**src/rtl/mux_pkt_arbiter_pkg.sv**
```systemverilog
// Shared encodings for the router output mux and its packet arbiter.
//   TYPE_*      : 2-bit flit type carried in the top bits of each flit
//   arb_state_e : arbiter FSM states
//   PORT_P1     : width of the one-hot mux select bus
//   VCHW        : width of the flit type field
package mux_pkt_arbiter_pkg;

  localparam int unsigned PORT_P1 = 5;
  localparam int unsigned VCHW    = 2;

  typedef enum logic [VCHW-1:0] {
    TYPE_NONE = 2'b00,
    TYPE_HEAD = 2'b01,
    TYPE_DATA = 2'b10,
    TYPE_TAIL = 2'b11
  } flit_type_e;

  typedef enum logic [1:0] {
    IDLE  = 2'b00,
    LOCK0 = 2'b01,
    LOCK1 = 2'b10
  } arb_state_e;

endpackage

```
**src/rtl/mux_pkt_arbiter_credit_counter.sv**
```systemverilog
// Saturating up/down credit counter for the downstream buffer.
//   clk, rst_  : clock, asynchronous active-low reset (loads CREDITS)
//   inc        : one credit returned this cycle
//   dec        : one flit consumed a credit this cycle
//   cnt        : current credit count
//   has_credit : cnt is non-zero
module credit_counter #(
  parameter int unsigned CREDITS = 4,
  parameter int unsigned CNTW    = 3
) (
  input  logic            clk,
  input  logic            rst_,
  input  logic            inc,
  input  logic            dec,
  output logic [CNTW-1:0] cnt,
  output logic            has_credit
);

  localparam logic [CNTW-1:0] MAX_CNT = CNTW'(CREDITS);

  logic [CNTW-1:0] cnt_q, cnt_d;
  logic            dec_ok;

  assign has_credit = (cnt_q != '0);
  // A decrement at zero is ignored so the count never wraps.
  assign dec_ok     = dec && has_credit;

  always_comb begin
    cnt_d = cnt_q;
    unique case ({inc, dec_ok})
      2'b10:   cnt_d = (cnt_q == MAX_CNT) ? cnt_q : cnt_q + 1'b1;
      2'b01:   cnt_d = cnt_q - 1'b1;
      default: cnt_d = cnt_q;
    endcase
  end

  always_ff @(posedge clk or negedge rst_) begin
    if (!rst_) begin
      cnt_q <= MAX_CNT;
    end else begin
      cnt_q <= cnt_d;
    end
  end

  assign cnt = cnt_q;

endmodule

```
**src/rtl/mux_pkt_arbiter.sv**
```systemverilog
// Packet-level round-robin arbiter driving the 2:1 router output mux select.
// A HEAD flit is granted in the same cycle it arrives; the grant is then
// held until that input's TAIL fires. All transfers need a downstream credit.
//   clk, rst_          : clock, asynchronous active-low reset
//   ivalid_n, itype_n  : valid and flit type of mux input n (n = 0, 1)
//   credit_in          : one credit returned by downstream
//   sel                : one-hot mux select (bit0 = input 0, bit1 = input 1)
//   ordy_0, ordy_1     : input n may transfer this cycle
//   ofire              : a flit crosses the mux this cycle
//   credit_cnt         : current credit count
//   err                : sticky protocol error
// Optional build macro MUX_ARB_CHECK_EN enables the protocol checks on err;
// without it err is tied low.
module mux_pkt_arbiter
  import mux_pkt_arbiter_pkg::*;
#(
  parameter int unsigned PORTW   = 5,
  parameter int unsigned CREDITS = 4,
  parameter int unsigned CNTW    = 3
) (
  input  logic             clk,
  input  logic             rst_,
  input  logic             ivalid_0,
  input  logic [1:0]       itype_0,
  input  logic             ivalid_1,
  input  logic [1:0]       itype_1,
  input  logic             credit_in,
  output logic [PORTW-1:0] sel,
  output logic             ordy_0,
  output logic             ordy_1,
  output logic             ofire,
  output logic [CNTW-1:0]  credit_cnt,
  output logic             err
);

  arb_state_e state_q, state_d;
  logic       rr_ptr_q, rr_ptr_d;
  logic       has_credit;
  logic       req_0, req_1;
  logic       sel_0, sel_1;
  logic       rdy_0, rdy_1;
  logic       fire;

  assign req_0 = ivalid_0 && (itype_0 == TYPE_HEAD);
  assign req_1 = ivalid_1 && (itype_1 == TYPE_HEAD);

  always_comb begin
    state_d  = state_q;
    rr_ptr_d = rr_ptr_q;
    sel_0    = 1'b0;
    sel_1    = 1'b0;
    rdy_0    = 1'b0;
    rdy_1    = 1'b0;
    fire     = 1'b0;
    unique case (state_q)
      IDLE: begin
        if (has_credit && (req_0 || req_1)) begin
          // rr_ptr holds the last winner; the other input is preferred.
          if (req_0 && (!req_1 || rr_ptr_q)) begin
            sel_0   = 1'b1;
            rdy_0   = 1'b1;
            fire    = 1'b1;
            state_d = LOCK0;
          end else begin
            sel_1   = 1'b1;
            rdy_1   = 1'b1;
            fire    = 1'b1;
            state_d = LOCK1;
          end
        end
      end
      LOCK0: begin
        sel_0 = 1'b1;
        rdy_0 = has_credit;
        fire  = ivalid_0 && has_credit;
        if (fire && (itype_0 == TYPE_TAIL)) begin
          state_d  = IDLE;
          rr_ptr_d = 1'b0;
        end
      end
      LOCK1: begin
        sel_1 = 1'b1;
        rdy_1 = has_credit;
        fire  = ivalid_1 && has_credit;
        if (fire && (itype_1 == TYPE_TAIL)) begin
          state_d  = IDLE;
          rr_ptr_d = 1'b1;
        end
      end
      default: state_d = IDLE;
    endcase
  end

  always_ff @(posedge clk or negedge rst_) begin
    if (!rst_) begin
      state_q  <= IDLE;
      rr_ptr_q <= 1'b1;
    end else begin
      state_q  <= state_d;
      rr_ptr_q <= rr_ptr_d;
    end
  end

  always_comb begin
    sel    = '0;
    sel[0] = sel_0;
    sel[1] = sel_1;
  end

  assign ordy_0 = rdy_0;
  assign ordy_1 = rdy_1;
  assign ofire  = fire;

  credit_counter #(
    .CREDITS(CREDITS),
    .CNTW   (CNTW)
  ) u_credit (
    .clk       (clk),
    .rst_      (rst_),
    .inc       (credit_in),
    .dec       (fire),
    .cnt       (credit_cnt),
    .has_credit(has_credit)
  );

`ifdef MUX_ARB_CHECK_EN
  logic err_q, err_d;

  always_comb begin
    err_d = err_q;
    if (credit_in && (credit_cnt == CNTW'(CREDITS))) begin
      err_d = 1'b1;
    end
    if ((state_q == IDLE) &&
        ((ivalid_0 && ((itype_0 == TYPE_DATA) || (itype_0 == TYPE_TAIL))) ||
         (ivalid_1 && ((itype_1 == TYPE_DATA) || (itype_1 == TYPE_TAIL))))) begin
      err_d = 1'b1;
    end
    if (fire && (((state_q == LOCK0) && (itype_0 == TYPE_HEAD)) ||
                 ((state_q == LOCK1) && (itype_1 == TYPE_HEAD)))) begin
      err_d = 1'b1;
    end
    if ((ivalid_0 && (itype_0 == TYPE_NONE)) ||
        (ivalid_1 && (itype_1 == TYPE_NONE))) begin
      err_d = 1'b1;
    end
  end

  always_ff @(posedge clk or negedge rst_) begin
    if (!rst_) begin
      err_q <= 1'b0;
    end else begin
      err_q <= err_d;
    end
  end

  assign err = err_q;
`else
  assign err = 1'b0;
`endif

endmodule

```
**config.mk**
```make
export PLATFORM = sky130hd
export DESIGN_NAME = mux_pkt_arbiter
export DESIGN_NICKNAME = d
export VERILOG_FILES = /design/src/rtl/mux_pkt_arbiter_pkg.sv /design/src/rtl/mux_pkt_arbiter_credit_counter.sv /design/src/rtl/mux_pkt_arbiter.sv
export SDC_FILE = /design/constraint.sdc
export NUM_CORES = 1
export LEC_CHECK = 0
export ABC_AREA = 1
export CAP_MARGIN = 20
export CORE_AREA = 5 5 42 44
export CTS_CLUSTER_DIAMETER = 200
export CTS_CLUSTER_SIZE = 14
export DETAILED_ROUTE_END_ITERATION = 7
export DIE_AREA = 0 0 47 49
export GPL_TIMING_DRIVEN = 1
export PLACE_DENSITY = 0.77
export SLEW_MARGIN = 20
export SYNTH_ARGS = -nofsm -noshare
export SYNTH_HDL_FRONTEND = slang
export SYNTH_SLANG_ARGS = --single-unit
```
**constraint.sdc**
```tcl
create_clock -name clk -period 2.29 [get_ports clk]
set_clock_uncertainty 0.05 [all_clocks]
set_input_delay 0.458 -clock clk [delete_from_list [all_inputs] [get_ports clk]]
set_output_delay 0.458 -clock clk [all_outputs]
set_load 0.01 [all_outputs]
```
==> results of run 1 <==
## power by group
part / total (mW) / internal (mW) / leakage (nW) / switching [mW]
clock network: 0.0880 / 0.0587 / 0.0138 / 0.0293
logic: 0.524 / 0.245 / 0.335 / 0.279
registers: 0.211 / 0.167 / 0.0712 / 0.0448
total: 0.823 / 0.470 / 0.420 / 0.353
## metal layers
layer | part of all wire, % | up-vias | GRT usage [%]
met2 | 56 | 15 | 18.10
met3 | 4.7 | 0 | 1.476
met1 | 39 | 239 | 13.35
met5 | 0 | - | 0
met4 | 0 | 0 | 5.530
li1 | - | 268 | -
## worst max-delay path by stage
stage | to | slack [ns] | cells past startpoint | from
floorplan | u_credit.cnt[1] | 0.49 | 9 | u_credit.cnt[2]
global placement | ordy_0 | -0.32 | 7 | itype_0[0]
detailed placement | ordy_0 | -0.35 | 7 | itype_0[0]
CTS | ordy_1 | 0.01 | 8 | ivalid_0
global route | ordy_1 | 0.05 | 9 | itype_1[1]
finish | ordy_1 | 0.14 | 9 | itype_1[1]
## layout make-up
class                      count  area [sq um]
fill                         139         638.1
clock buffer                   3         22.52
multi-input combinational     50         299.0
sequential                     6         152.6
timing repair buffer          27         226.5
tap                           16         20.02
inverter                      11         42.54
## repair_timing
item | 4_1_cts | 5_1_grt
pin swaps | 2 | 1
setup buffers | 2 | 0
endpoints found under the setup margin | 5 | 3
resized for setup | 19 | 2
## cells by family after synthesis
logic type               after synthesis  synth area share, %
adder cells (fa/ha/maj)                1                3.951
other                                  1               0.7400
AO/OA/AOI/OAI                          7                7.655
AND/OR/NAND/NOR                       38                40.25
flip-flops                             6                30.12
buffers and inverters                 17                17.28
## Yosys cell counts (2+ instances only)
| cell type | number |
|---|---|
| dfstp_2 | 2 |
| o21ai_1 | 2 |
| nand3_2 | 3 |
| buf_4 | 6 |
| nand2_4 | 2 |
| dfrtp_1 | 4 |
| nand3_1 | 6 |
| nand2_2 | 4 |
| nand2_1 | 17 |
| inv_1 | 7 |
| nand4_1 | 3 |
| inv_2 | 3 |
| a21oi_1 | 2 |
| nor2_1 | 2 |
## worst max-delay path, stage by stage
cell,delay (ns)
dlygate4sd2_1,0.24
inv_1,0.06
nand3_2,0.09
o21bai_4,0.15
nand4_1,0.12
buf_4,0.16
buf_4,0.12
a21oi_1,0.10
buf_2,0.14
## stage by stage
step / setup TNS (ns) / worst slack, ns / power, mW
2_1_floorplan: 0 / 0.4947 / 0.5275
3_3_place_gp: -1.311 / -0.3185 / 0.7444
3_5_place_dp: -1.521 / -0.3481 / 0.7579
4_1_cts: 0 / 0.01236 / 0.8350
5_1_grt: 0 / 0.04854 / 0.8981
6_report: 0 / 0.1356 / 0.8230
## sequential cells by signal (all words and copies together) (netlist names)
signal	flops
state_q	2
rr_ptr_q	1
u_credit.cnt	3
==> results.md, run 1 <==
* Mapped Cells at 70
* Share of Yosys cell area claimed by the top area cell type at 19.75%
* Yosys top cell by area: dfrtp_1
* Post-synth cell types at 21
* LEAKAGE at 0.4195 nW
* Seq/Total Area, Yosys at 30.12%
* EDFF count, synth at 0
* # clock sinks at 6
* Status: completed
* Yosys reg bits at 6
* Vias in the first global route at 472
* Arrival time at the worst endpoint at 1.65 ns
* Setup-failing EPs final at 0
* Largest net degree at the start of global routing at 7
* Fin. max-slew vios at 0
* Diodes inserted at 0
* Async S/R FF share, synth at 100.0%
* H-tree levels at 1
* Max_cap viols at 0
* Syn_area_per_cell at 7.239 sq um
* First-pass GRT wire length at 1876 um
* I/O Buffers at 16
* Cell Pwr Density at 1078 nW/um^2
* DRT iter0 DRCs at 6
* Commonest non-fill, non-tap cell in the layout: nand2_1
* Routed wire length at 1137 um
* Cts hold-fix bufs at 0
* Global Route Usage Sum at 11.02%
* Worst EP required at 1.78 ns
* CORE AREA at 1401 sq um
* Worst Hold Margin at 0.4037 ns
* Via density at 4.619
* Drt first pass iters at 4
* HP Class: in2async
* Post-DP HPWL at 966 um
* TritonCTS Buffers at 3
* Most frequent cells in the layout: 17 x nand2_1, 11 x buf_4, 7 x inv_1, 7 x dlygate4sd2_1
* Top FF cell, synth: dfrtp_1
* Die Area at 2303 sq um
* Die boundary width at 47 um
* Final worst path period share at 94.08%
* Total number of vias at 522
* WS Path Type: in2out
* Clock transition at the registers of the reported paths at 0.04 ns
* Max FO, Critical Path at 2
* Ranking of synthesized cells by area: dfrtp_1 20%, nand2_1 13%, dfstp_2 10%
* Area grow syn2layout at 50.62%
* RSZ-0062 raised after global routing: false
* Final hold violations at 0
* Initial antenna violation count at 0
* DIE HEIGHT at 49 um
* Minimum clock period at 2.154 ns
* CTS tree: yes
* Final core utilization at 54.46%
* YS warnings at 0
* Clock Path Buffers at 2
* Reg2Reg Setup Slack at 0.31 ns
* Io pins at 21
* Placed Area at 720.7 sq um
* Design area at 763.2 sq um
* Row cnt at 14
* CP Capture Type: primary output
* Synthesized area at 506.7 sq um
* Nets at 109
* Root buf cell: clkbuf_4
* RR Endpoint: u_credit.cnt[2]
* Wire length per cell at 10.06 um
* Share of cells above drive strength 1 at 36.08%
* Fmax at 464.2 MHz
* Post-route insts no fill at 113
* FF-to-FF Start: u_credit.cnt[2]
* GPL Wtd Cong at 0.8674
* Worst IR drop on VDD at 0.5731 mV
* CP Launch Type: input port
* R2R cell count at 13
* Placed Instances at 108
* Final ANT Viol Nets at 0
* Worst skew pair latency at 0.23 ns
* Total grt overflow at 0
* DRC viols at 0
* Starting Density at 36.16%
Power figures use the tool's default switching activity.
==> run 2, diff against run 1 <==
- ABC_CLOCK_PERIOD_IN_PS: unset -> 2290
==> results of run 2 <==
The final DEF is identical to that of run 1; final timing and power are the same.
